--- src/rtl/sprinkler_zone_scheduler.sv ---
// Shared-pump irrigation controller: latches zone requests, grants them round-robin
// and sequences pump spin-up, watering and settle, gated by GPS fix and debounced rain.
module sprinkler_zone_scheduler #(
   parameter int unsigned NUM_ZONES     = 4,
   parameter int unsigned SPINUP_CYCLES = 4,
   parameter int unsigned WATER_CYCLES  = 16,
   parameter int unsigned SETTLE_CYCLES = 2,
   parameter int unsigned RAIN_DEBOUNCE = 3
) (
   input  logic                 CLK,
   input  logic                 RST_N,
   input  logic                 gps_valid,
   input  logic                 rain_in,
   input  logic [NUM_ZONES-1:0] zone_req,
   output logic [NUM_ZONES-1:0] valve_en,
   output logic                 pump_on,
   output logic [NUM_ZONES-1:0] zone_done,
   output logic                 busy,
   output logic                 rain_hold
);

   localparam int unsigned ZW    = (NUM_ZONES > 1) ? $clog2(NUM_ZONES) : 1;
   localparam int unsigned MAX_T = (SPINUP_CYCLES > WATER_CYCLES)
                                   ? ((SPINUP_CYCLES > SETTLE_CYCLES) ? SPINUP_CYCLES : SETTLE_CYCLES)
                                   : ((WATER_CYCLES > SETTLE_CYCLES) ? WATER_CYCLES : SETTLE_CYCLES);
   localparam int unsigned CW    = $clog2(MAX_T) + 1;
   localparam int unsigned RW    = $clog2(RAIN_DEBOUNCE) + 1;

   typedef enum logic [1:0] {IDLE, SPINUP, WATER, SETTLE} state_e;

   state_e                state_q, state_d;
   logic [CW-1:0]         cnt_q, cnt_d;
   logic [ZW-1:0]         grant_q, grant_d;
   logic [ZW-1:0]         rr_ptr_q, rr_ptr_d;
   logic [NUM_ZONES-1:0]  pending_q, pending_d;
   logic [RW-1:0]         rain_cnt_q, rain_cnt_d;
   logic                  rain_hold_q, rain_hold_d;
   logic [NUM_ZONES-1:0]  valve_en_q, valve_en_d;
   logic [NUM_ZONES-1:0]  zone_done_q, zone_done_d;
   logic                  pump_on_q, pump_on_d;
   logic                  busy_q, busy_d;
   logic [NUM_ZONES-1:0]  clr_c;
   logic [ZW-1:0]         grant_c;
   logic                  found_c;
   logic                  permit_c;

   function automatic logic [NUM_ZONES-1:0] zone_bit(input logic [ZW-1:0] z);
      return NUM_ZONES'(1) << z;
   endfunction

   assign permit_c = gps_valid & ~rain_hold_q;

   // Round-robin search: first pending zone at or above rr_ptr, wrapping
   always_comb begin
      grant_c = '0;
      found_c = 1'b0;
      for (int unsigned i = 0; i < NUM_ZONES; i++) begin
         if (!found_c && pending_q[ZW'((32'(rr_ptr_q) + i) % NUM_ZONES)]) begin
            grant_c = ZW'((32'(rr_ptr_q) + i) % NUM_ZONES);
            found_c = 1'b1;
         end
      end
   end

   // Rain debounce: flip only after a full run of disagreeing samples
   always_comb begin
      rain_hold_d = rain_hold_q;
      rain_cnt_d  = '0;
      if (rain_in != rain_hold_q) begin
         if (rain_cnt_q == RW'(RAIN_DEBOUNCE - 1)) begin
            rain_hold_d = ~rain_hold_q;
         end else begin
            rain_cnt_d = rain_cnt_q + RW'(1);
         end
      end
   end

   always_comb begin
      state_d     = state_q;
      cnt_d       = cnt_q;
      grant_d     = grant_q;
      rr_ptr_d    = rr_ptr_q;
      clr_c       = '0;
      zone_done_d = '0;
      case (state_q)
         IDLE: begin
            if (|pending_q && permit_c) begin
               grant_d = grant_c;
               state_d = SPINUP;
               cnt_d   = '0;
            end
         end
         SPINUP: begin
            if (!permit_c) begin
               state_d = SETTLE;
               cnt_d   = '0;
            end else if (cnt_q == CW'(SPINUP_CYCLES - 1)) begin
               state_d = WATER;
               cnt_d   = '0;
            end else begin
               cnt_d = cnt_q + CW'(1);
            end
         end
         WATER: begin
            if (!permit_c) begin
               state_d = SETTLE;
               cnt_d   = '0;
            end else if (cnt_q == CW'(WATER_CYCLES - 1)) begin
               state_d     = SETTLE;
               cnt_d       = '0;
               clr_c       = zone_bit(grant_q);
               zone_done_d = zone_bit(grant_q);
               rr_ptr_d    = ZW'((32'(grant_q) + 1) % NUM_ZONES);
            end else begin
               cnt_d = cnt_q + CW'(1);
            end
         end
         SETTLE: begin
            if (cnt_q == CW'(SETTLE_CYCLES - 1)) begin
               cnt_d = '0;
               if (|pending_q && permit_c) begin
                  grant_d = grant_c;
                  state_d = WATER;
               end else begin
                  state_d = IDLE;
               end
            end else begin
               cnt_d = cnt_q + CW'(1);
            end
         end
         default: state_d = IDLE;
      endcase
   end

   // New requests win over a same-cycle completion clear
   always_comb begin
      pending_d  = (pending_q & ~clr_c) | zone_req;
      pump_on_d  = (state_d != IDLE);
      busy_d     = (state_d != IDLE);
      valve_en_d = (state_d == WATER) ? zone_bit(grant_d) : '0;
   end

   always_ff @(posedge CLK or negedge RST_N) begin
      if (!RST_N) begin
         state_q     <= IDLE;
         cnt_q       <= '0;
         grant_q     <= '0;
         rr_ptr_q    <= '0;
         pending_q   <= '0;
         rain_cnt_q  <= '0;
         rain_hold_q <= 1'b0;
         valve_en_q  <= '0;
         zone_done_q <= '0;
         pump_on_q   <= 1'b0;
         busy_q      <= 1'b0;
      end else begin
         state_q     <= state_d;
         cnt_q       <= cnt_d;
         grant_q     <= grant_d;
         rr_ptr_q    <= rr_ptr_d;
         pending_q   <= pending_d;
         rain_cnt_q  <= rain_cnt_d;
         rain_hold_q <= rain_hold_d;
         valve_en_q  <= valve_en_d;
         zone_done_q <= zone_done_d;
         pump_on_q   <= pump_on_d;
         busy_q      <= busy_d;
      end
   end

   assign valve_en  = valve_en_q;
   assign pump_on   = pump_on_q;
   assign zone_done = zone_done_q;
   assign busy      = busy_q;
   assign rain_hold = rain_hold_q;

endmodule

--- config.mk ---
export PLATFORM = sky130hd
export DESIGN_NAME = sprinkler_zone_scheduler
export DESIGN_NICKNAME = d
export VERILOG_FILES = /design/src/rtl/sprinkler_zone_scheduler.sv
export SDC_FILE = /design/constraint.sdc
export NUM_CORES = 1
export LEC_CHECK = 0
export CORE_MARGIN = 1
export CORE_UTILIZATION = 50
export DETAILED_ROUTE_END_ITERATION = 6
export GPL_TIMING_DRIVEN = 1
export PLACE_DENSITY = 0.73
export SLEW_MARGIN = 10
export SYNTH_ARGS = -nofsm -noshare
export SYNTH_HDL_FRONTEND = slang
export SYNTH_SLANG_ARGS = --single-unit
--- constraint.sdc ---
create_clock -name CLK -period 2.4 [get_ports CLK]
set_clock_uncertainty 0.1 [all_clocks]
set_input_delay 0.6 -clock CLK [delete_from_list [all_inputs] [get_ports CLK]]
set_output_delay 0.6 -clock CLK [all_outputs]
set_load 0.01 [all_outputs]
## Word level (Yosys, flattened, before mapping)

Index checks and enable logic that the tools add are counted.

- Register bits after elaboration: 28

- Equal/unequal tests: 10
- Add/sub/neg operators: 6
- Reductions and logical operators: 12
- Multiplexer cells: 39
- Shifts and indexed selects: 2
- Bitwise operators: 5
- $lt $le $gt $ge: 4

Operator list:

| kind | count |
|---|---|
| two-way mux 5 bit | 6 |
| two-way mux 2 bit | 13 |
| one-hot mux 5 bit (4 select lines) | 1 |
| two-way mux 4 bit | 4 |
| < comparator 2 x 3 -> 1 bit, second input constant | 4 |
| binary-select mux 1 bit (select 2 bit) | 4 |
| one-hot mux 2 bit (4 select lines) | 1 |
| left shift 1 x 2 -> 4 bit, first input constant | 2 |
| two-way mux 1 bit | 7 |
| == test 2 bit, second input constant | 3 |
| two-way mux 3 bit | 2 |
| adder 5 x 1 -> 5 bit, second input constant | 1 |
| == test 5 x 1 -> 1 bit, second input constant | 1 |
| == test 5 x 2 -> 1 bit, second input constant | 1 |
| == test 5 x 4 -> 1 bit, second input constant | 1 |
| adder 2 x 1 -> 2 bit, second input constant | 2 |
| adder 2 bit, second input constant | 2 |
| bitwise AND 4 bit | 1 |
| logical AND 1 bit | 4 |
| inverter 4 bit | 1 |
| bitwise OR 4 bit | 1 |
| one-hot mux 2 bit (2 select lines) | 1 |
| OR reduction 4 bit | 1 |
| adder 3 x 1 -> 3 bit, second input constant | 1 |
| other kinds (11) | 13 |

## Longest topological paths before layout

Gate-level depths: netlist of run 1.

- Word-level depth: 17
- Depth in mapped cells: 9

## Worst setup path after synthesis of run 1

OpenSTA, ideal clock, no wires.

- Path type: register to register
- Start point: register cnt_q[0]
- End point: register cnt_q[2]
- Path buffers: 0
- Clock period less this slack: 2.139 ns
- Setup slack: 0.261 ns
- Cell stages (with the launch flop): 7
- Library setup time: 0.119 ns
- Data arrival time: 1.920 ns
- Path through: dfrtp_1 ha_1 or4b_2 a32oi_1 a21o_1 o21ai_0 a21o_2

- Cells in the longest elaborated chain, start to end: 4
- Elaborated cells on any way between the ends: 10
- Those cells by class: add/sub: 1; eq/ne: 3; mux: 6

RTL lines:

| item | RTL line | text |
|---|---|---|
| start, declared | 32 | `logic [CW-1:0] cnt_q, cnt_d;` |
| start signal, assigned | 158 | `cnt_q <= cnt_d;` |
| adder 5 x 1 -> 5 bit (tied with other cells) | 101, 115, 128 |  |
| two-way mux 5 bit, on equally long branches | 108, 97 |  |
| two-way mux 5 bit, on equally long branches | 105, 94 |  |
| one-hot mux 5 bit (4 select lines) (*) | 85 | `case (state_q)` |

Mark *: on every way between the ends. The rest lies on a longest branch, timed or not.
A chain may end at the register's enable or synchronous reset.

## Final worst setup path of run 1

- Start point: register cnt_q[0]
- End point: register valve_en_q[0], in the netlist valve_en[0]

- Cells in the longest elaborated chain, start to end: 6
- Elaborated cells on any way between the ends: 14
- Those cells by class: eq/ne: 4; shift: 1; mux: 9

RTL lines:

| item | RTL line | text |
|---|---|---|
| == test 5 x 4 -> 1 bit or == test 5 x 2 -> 1 bit (tied branches) | 108, 97 |  |
| two-way mux 2 bit, on equally long branches | 108, 97 |  |
| two-way mux 2 bit, on equally long branches | 105, 94 |  |
| one-hot mux 2 bit (4 select lines) | 85 |  |
| == test 2 bit | 140 | `valve_en_d = (state_d == WATER) ? zone_bit(grant_d) : '0;` |
| two-way mux 4 bit (*) | 140 |  |
| net valve_en_d[0] | 38 | `logic [NUM_ZONES-1:0] valve_en_q, valve_en_d;` |
| end signal, assigned | 164 | `valve_en_q <= valve_en_d;` |
| end, declared | 38 |  |

The timed path passes the listed nets; every way through them passes the cells marked *.

==> results.md, run 1 <==
* Final net count at 194
* CTS tree: built
* Final wirelength at 2800 um
* Critical Path Stages at 7
* First-pass GRT wire length at 4660 um
* Largest delay contributor family on the critical path: simple AND/OR/NAND/NOR gates
* Main synth FF type: dfrtp_1
* Via density at 5.60
* Most area-consuming cells after synthesis: dfrtp_1, ha_1, inv_1
* Final min period at 2.33 ns
* Crit. Startpoint: cnt_q[0]$_DFFE_PN0P_
* Vias in the first global route at 1105
* Final GP Congestion at 0.923
* Fillers at 239
* Total GRT Usage at 18.2%
* Hold buffer count at CTS at 0
* HPWL Detailed at 2130 um
* FFs w/ async S/R, synth at 100%
* Area growth syn-to-layout at 22.1%
* Outcome: complete, but fails checks
* Hold path start: rain_cnt_q[0]$_DFF_PN0_
* Initial drt markers at 33
* Initial antenna violation count at 0
* Cell taking the most area after synthesis: dfrtp_1
* CP cell instances: ha_2 > or4b_2 > o21ai_0 > and4_1 > o22ai_2 > buf_4 > nor3_1
* Power density over cell area at 927 nW/um2
* Wire per inst at 13.7 um
* Rel. slew slack at 74.6%
* Crit-path max cell delay at 0.65 ns
* Die height at 56.9 um
* Cell count after synthesis at 144
* Failing checks: DRC
* I/O Pins at 19
* Grt ovf at 0
* Synthesized cell area at 1510 um2
* Fmax achieved at 0.429 GHz
* Clock buffer depth at 2
* CTS root buf: clkbuf_4
* Reg2reg path depth at 7
* Total power at 1.70 mW
* Worst hold-check path type: flop to flop
* Synth warnings at 0
* Rows at 19
* Static Leak at 0.861 nW
* Worst r2r dst: valve_en[0]$_DFF_PN0_
* Max Slew Vio Count at 0
* Post-synthesis sequential area ratio at 46.6%
* Final hold slack at 0.418 ns
* Critical path class: flop to flop
* Clock slew at reported path FFs at 0.15 ns
* CTS sink count at 28
* Layout cell share with drive strength beyond 1 at 17.9%
* Final core occ at 65.5%
* Synth Area per Inst at 10.5 um2
* WP buf/inv at 1
* Startpoint Class: flop
* Initial Utilization at 53.7%
* Number of max-cap violations at 0
* Synth cell types at 45
* Area share of the largest cell type after synthesis at 46.6%
* Most frequent cell after synthesis: dfrtp_1
* Die span in x at 56.9 um
* Actual slew at the worst max-slew pin at 0.378 ns
* Port bufs at 18
* Final Cycle Share at 97.2%
* Post-Syn Nets at 164
* ANT cells at 0
* WP data required at 2.54 ns
* Final Hold Fails at 0
* Crit-path max FO at 4
* EDFF count, synth at 0
* Core area at 2810 um2
* Worst skew pair latency at 0.32 ns
* Via count at 1142
* Critical Path AT at 2.48 ns
* Synthesis-stage register bit count at 28
* Number of setup violations in the final report at 0
* 1st-pass router iterations at 6
* CTS Buf Count at 3
* Reg2reg setup slack at 0.07 ns
* Worst R2R Start: cnt_q[0]$_DFFE_PN0P_
* Worst setup EP type: flop
* H-tree levels at 1
* # DRC at 2
* Die Footprint at 3230 um2
* Slowest stage cell, crit path: or4b_2
* DRT antenna net count at 0
* CP endpoint: valve_en[0]$_DFF_PN0_
* Peak supply drop at 0.610 mV
* Synth top cells by count: dfrtp_1, inv_1, ha_1
* Largest net degree at the start of global routing at 29
==> kinds of logic (layout without fill, tap and decap cells) <==
logic type | Yosys count | after routing | share of synthesized area [%]
and+or+nand+nor | 48 | 48 | 19.8
AOI/OAI and AO/OA | 31 | 31 | 14.6
DFF | 28 | 28 | 46.6
buffers and inverters | 19 | 48 | 5.07
adders and majority gates | 12 | 12 | 9.97
muxes | 4 | 4 | 2.83
xor gates and xnor gates | 2 | 2 | 1.16
==> final cells by class <==
cell class	instances	area (um2)	share of cell area (%)
Clock buffer	4	36.3	1.97
Inverter	16	60.1	3.27
Multi-Input combinational cell	97	747	40.6
Sequential cell	28	701	38.1
Tap cell	31	38.8	2.11
Timing Repair Buffer	28	255	13.9
==> cells in the final DEF, fill, tap and decap left out, types with 3 or more instances in the layout <==
cell type	instances
dfrtp_1	28
a21oi_1	5
o21ai_0	4
nand2b_1	4
inv_1	16
a21o_1	6
nor2_1	10
nand3_1	4
clkdlybuf4s50_1	18
ha_1	11
nor2b_1	3
buf_4	10
nand2_1	8
clkbuf_4	3
==> registers in the layout (all words and copies together) (netlist names) <==
signal and count:
busy 1, cnt_q 5, grant_q 2, pending_q 4
rain_cnt_q 3, rain_hold 1, rr_ptr_q 2, state_q 2
valve_en 4, zone_done 4
==> timing repair <==
item	CTS	global route
gates cloned	0	0
setup buffers	0	2
gates resized for setup	1	3
pin swaps	0	2
endpoints found under the setup margin	1	6
==> per-layer routing <==
layer | vias to the layer above | wire length [um] | GRT usage (%)
met5 | - | 0 | 0
met4 | 0 | 59 | 8.01
met3 | 6 | 83 | 3.00
met2 | 20 | 1380 | 30.8
met1 | 559 | 1280 | 23.0
li1 | 557 | - | -
==> stage by stage <==
step / worst slack (ns) / setup TNS (ns) / instances / cell area (um2)
2_1_floorplan: 0.261 / 0 / 144 / 1510
3_3_place_gp: -0.0469 / -0.0518 / 198 / 1770
3_5_place_dp: -0.0637 / -0.243 / 198 / 1770
4_1_cts: 0.0154 / 0 / 202 / 1810
5_1_grt: -0.00776 / -0.00782 / 204 / 1840
6_report: 0.0669 / 0 / 204 / 1840
==> how the worst min path moves through the flow <==
| stage | cells after the start | endpoint | slack (ns) |
|---|---|---|---|
| 5_1_grt | 1 | rain_cnt_q[0]$_DFF_PN0_ | 0.46 |
| 2_1_floorplan | 0 | busy$_DFF_PN0_ | 0.20 |
| 3_3_place_gp | 1 | rain_cnt_q[0]$_DFF_PN0_ | 0.39 |
| 6_report | 1 | rain_cnt_q[0]$_DFF_PN0_ | 0.42 |
| 3_5_place_dp | 1 | rain_cnt_q[0]$_DFF_PN0_ | 0.40 |
| 4_1_cts | 1 | rain_cnt_q[0]$_DFF_PN0_ | 0.42 |
==> power breakdown <==
part	switching [mW]	leakage, nW	internal (mW)
Clock	0.133	0.0210	0.0926
Combinational	0.413	0.489	0.426
Sequential	0.0829	0.351	0.556
Total	0.629	0.861	1.07
Note: power is estimated with default switching activity, not from simulation.
==> inputs of run 2 (changes only) <==
--- a/config.mk
+++ b/config.mk
@@ -5,7 +5,7 @@
 export SDC_FILE = /design/constraint.sdc
 export NUM_CORES = 1
 export LEC_CHECK = 0
-export CORE_MARGIN = 1
+export CORE_MARGIN = 10
 export CORE_UTILIZATION = 50
 export DETAILED_ROUTE_END_ITERATION = 6
 export GPL_TIMING_DRIVEN = 1
==> run 2 against run 1 <==
The flow now finishes without violations. Sequential cell count is the same. Clock power grew 38%. Sequential share of layout area grew 0.16 points. Hold slack gained 0.0021 ns. Non-clock buffer count shrank 4. Utilization shrank 0.82 points. Wire length grew 6.1%. Total power grew 2.6%. Register-to-register slack gained 0.08 ns. Largest cell class unchanged.
==> results.md, run 2 (same netlist as run 1, synthesis figures left out) <==
* Core area at 2830 um2 (+0.85%)
* Final wirelength at 2970 um (+6.1%)
* CTS root buf: clkbuf_4
* Sequential power share at 36.6% (-0.9 points)
* Worst hold path cell count at 1 (unchanged)
* Post-cts repair resize count at 0 (-1)
* Critical path class: flop to flop
* Initial Utilization at 53.2% (-0.45 points)
* Wire per inst at 14.9 um (+8.3%)
* Total GRT Usage at 11.6% (-6.7 points)
* Worst r2r dst: valve_en[1]$_DFF_PN0_
* Largest register by flop count: cnt_q
* Crit. Startpoint: cnt_q[1]$_DFFE_PN0P_
* Crit-path max FO at 6 (+2)
* Reg2reg path depth at 7 (unchanged)
* Placed Instance Area at 1750 um2 (-0.85%)
* Final min period at 2.25 ns (-0.0797 ns)
* Clock slew at reported path FFs at 0.15 ns (about the same)
* CTS sink count at 28 (unchanged)
* Final core occ at 64.7% (-0.82 points)
* Hold buffer count at CTS at 0 (unchanged)
* DRT antenna net count at 0 (unchanged)
* Largest net degree at the start of global routing at 29 (unchanged)
* Post-CTS setup buffers at 0 (unchanged)
* Post-route cell area at 1830 um2 (-0.41%)
* Final hold slack at 0.420 ns (+0.00206 ns)
* WL met3 at 140 um (+69%)
* Most common cell after layout, fill and taps aside: dfrtp_1
* Clock buffer depth at 2 (unchanged)
* Startpoint Class: flop
* Final worst slack at 0.147 ns (+0.0797 ns)
* Initial drt markers at 66 (+100%)
* Area growth syn-to-layout at 21.6%
* Met2 Routed Length at 1590 um (+16%)
* HPWL Detailed at 2310 um (+8.4%)
* Int Power at 1.11 mW (+3.6%)
* Vias in the first global route at 1170 (+5.9%)
* Final net count at 190 (-2.1%)
* Max Slew Vio Count at 0 (unchanged)
* Post-route setup TNS at 0 ns (unchanged)
* Grt ovf at 0 (unchanged)
* H-tree levels at 1 (unchanged)
* DP Cell Count at 196 (-1.0%)
* Outcome: finished clean
* Commonest cells after routing, fill and taps aside: dfrtp_1, clkdlybuf4s50_1, inv_1
* Worst setup EP type: flop
* Number of max-cap violations at 0 (unchanged)
* # DRC at 0 (-2)
* Peak supply drop at 0.505 mV (-17%)
* DR top layer: met4
* ANT cells at 0 (unchanged)
* CTS Buf Count at 3 (unchanged)
* Initial antenna violation count at 0 (unchanged)
* Via count at 1128 (-1.2%)
* Met1 wire length at 1190 um (-7.2%)
* Final Hold Fails at 0 (unchanged)
* Power density over cell area at 955 nW/um2 (+3.0%)
* Total power at 1.75 mW (+2.6%)
* 1st-pass router iterations at 4 (-2)
* Rows at 19 (unchanged)
* Reg2reg setup slack at 0.15 ns (+0.08 ns)
* Fmax achieved at 0.444 GHz (+3.5%)
* Pre-CTS WS at -0.0961 ns (-0.0324 ns)
* Final Cycle Share at 93.9% (-3.3 points)
* Switching Share at 36.3% (-0.63 points)
* Combinational share of power at 45.5% (-3.8 points)
* CP endpoint: valve_en[1]$_DFF_PN0_
* I/O Pins at 19 (unchanged)
* Actual slew at the worst max-slew pin at 0.397 ns (+0.0189 ns)
* Switching power at 634 uW (+0.82%)
* Layout cell share with drive strength beyond 1 at 15.4% (-2.5 points)
* Die span in x at 74.9 um (+32%)
* Worst R2R Start: cnt_q[1]$_DFFE_PN0P_
* Clock power share at 17.9% (+4.7 points)
* RSZ-0062 raised after global routing: no
* CTS tree: built
* WP data required at 2.58 ns (+0.04 ns)
* Die height at 74.9 um (+32%)
* First-pass GRT wire length at 5180 um (+11%)
* Number of setup violations in the final report at 0 (unchanged)
* Worst skew pair latency at 0.34 ns (+0.02 ns)
* Worst hold-check path type: flop to flop
* Critical Path AT at 2.43 ns (-0.05 ns)
* Max FFs per register at 5 (unchanged)
* Final cell count without fillers at 200 (-2.0%)
* Port bufs at 18 (unchanged)
* Final GP Congestion at 0.830 (-10%)
* Rel. slew slack at 73.3% (-1.3 points)
* Die Footprint at 5600 um2 (+73%)
* Static Leak at 0.845 nW (-1.8%)
* Via density at 5.64 (+0.75%)
-- run 2: area by class of cell --
| type | count | area (um2) |
|---|---|---|
| repair buffers | 24 | 225 |
| flip-flops and latches | 28 | 701 |
| clock inverters | 1 | 30.0 |
| inverters | 16 | 60.1 |
| well taps | 31 | 38.8 |
| clock buffers | 3 | 22.5 |
| multi-input cells | 97 | 753 |
| fillers | 221 | 998 |
-- run 2: layer usage --
layer / GRT usage (%) / up-vias
met5: 0 / -
met4: 5.04 / 0
met3: 2.23 / 5
met2: 21.0 / 31
met1: 12.7 / 540
li1: - / 552
-- run 2: worst min-delay path by stage --
stage                                        from                       to  slack, ns
after global routing      rain_cnt_q[0]$_DFF_PN0_  rain_cnt_q[0]$_DFF_PN0_       0.45
after CTS                 rain_cnt_q[0]$_DFF_PN0_  rain_cnt_q[0]$_DFF_PN0_       0.42
after floorplan                             RST_N           busy$_DFF_PN0_       0.20
final                     rain_cnt_q[0]$_DFF_PN0_  rain_cnt_q[0]$_DFF_PN0_       0.42
after detailed placement  rain_cnt_q[0]$_DFF_PN0_  rain_cnt_q[0]$_DFF_PN0_       0.40
after global placement    rain_cnt_q[0]$_DFF_PN0_  rain_cnt_q[0]$_DFF_PN0_       0.38
-- run 2: power groups by stage --
| stage | Sequential (mW) | Combinational, mW | Clock (mW) |
|---|---|---|---|
| floorplan | 0.642 | 0.507 | 0 |
| global placement | 0.639 | 0.740 | 0 |
| detailed placement | 0.648 | 0.770 | 0 |
| CTS | 0.638 | 0.775 | 0.318 |
| global route | 0.657 | 0.889 | 0.339 |
| finish | 0.639 | 0.796 | 0.312 |
-- run 2: critical path, cell delays in order (launching register included) --
cell and delay (ns):
dfrtp_1 0.43, inv_1 0.08, ha_1 0.14, or4b_4 0.52, o31a_1 0.29, nor3_2 0.20
a32o_2 0.25, nor3b_2 0.17
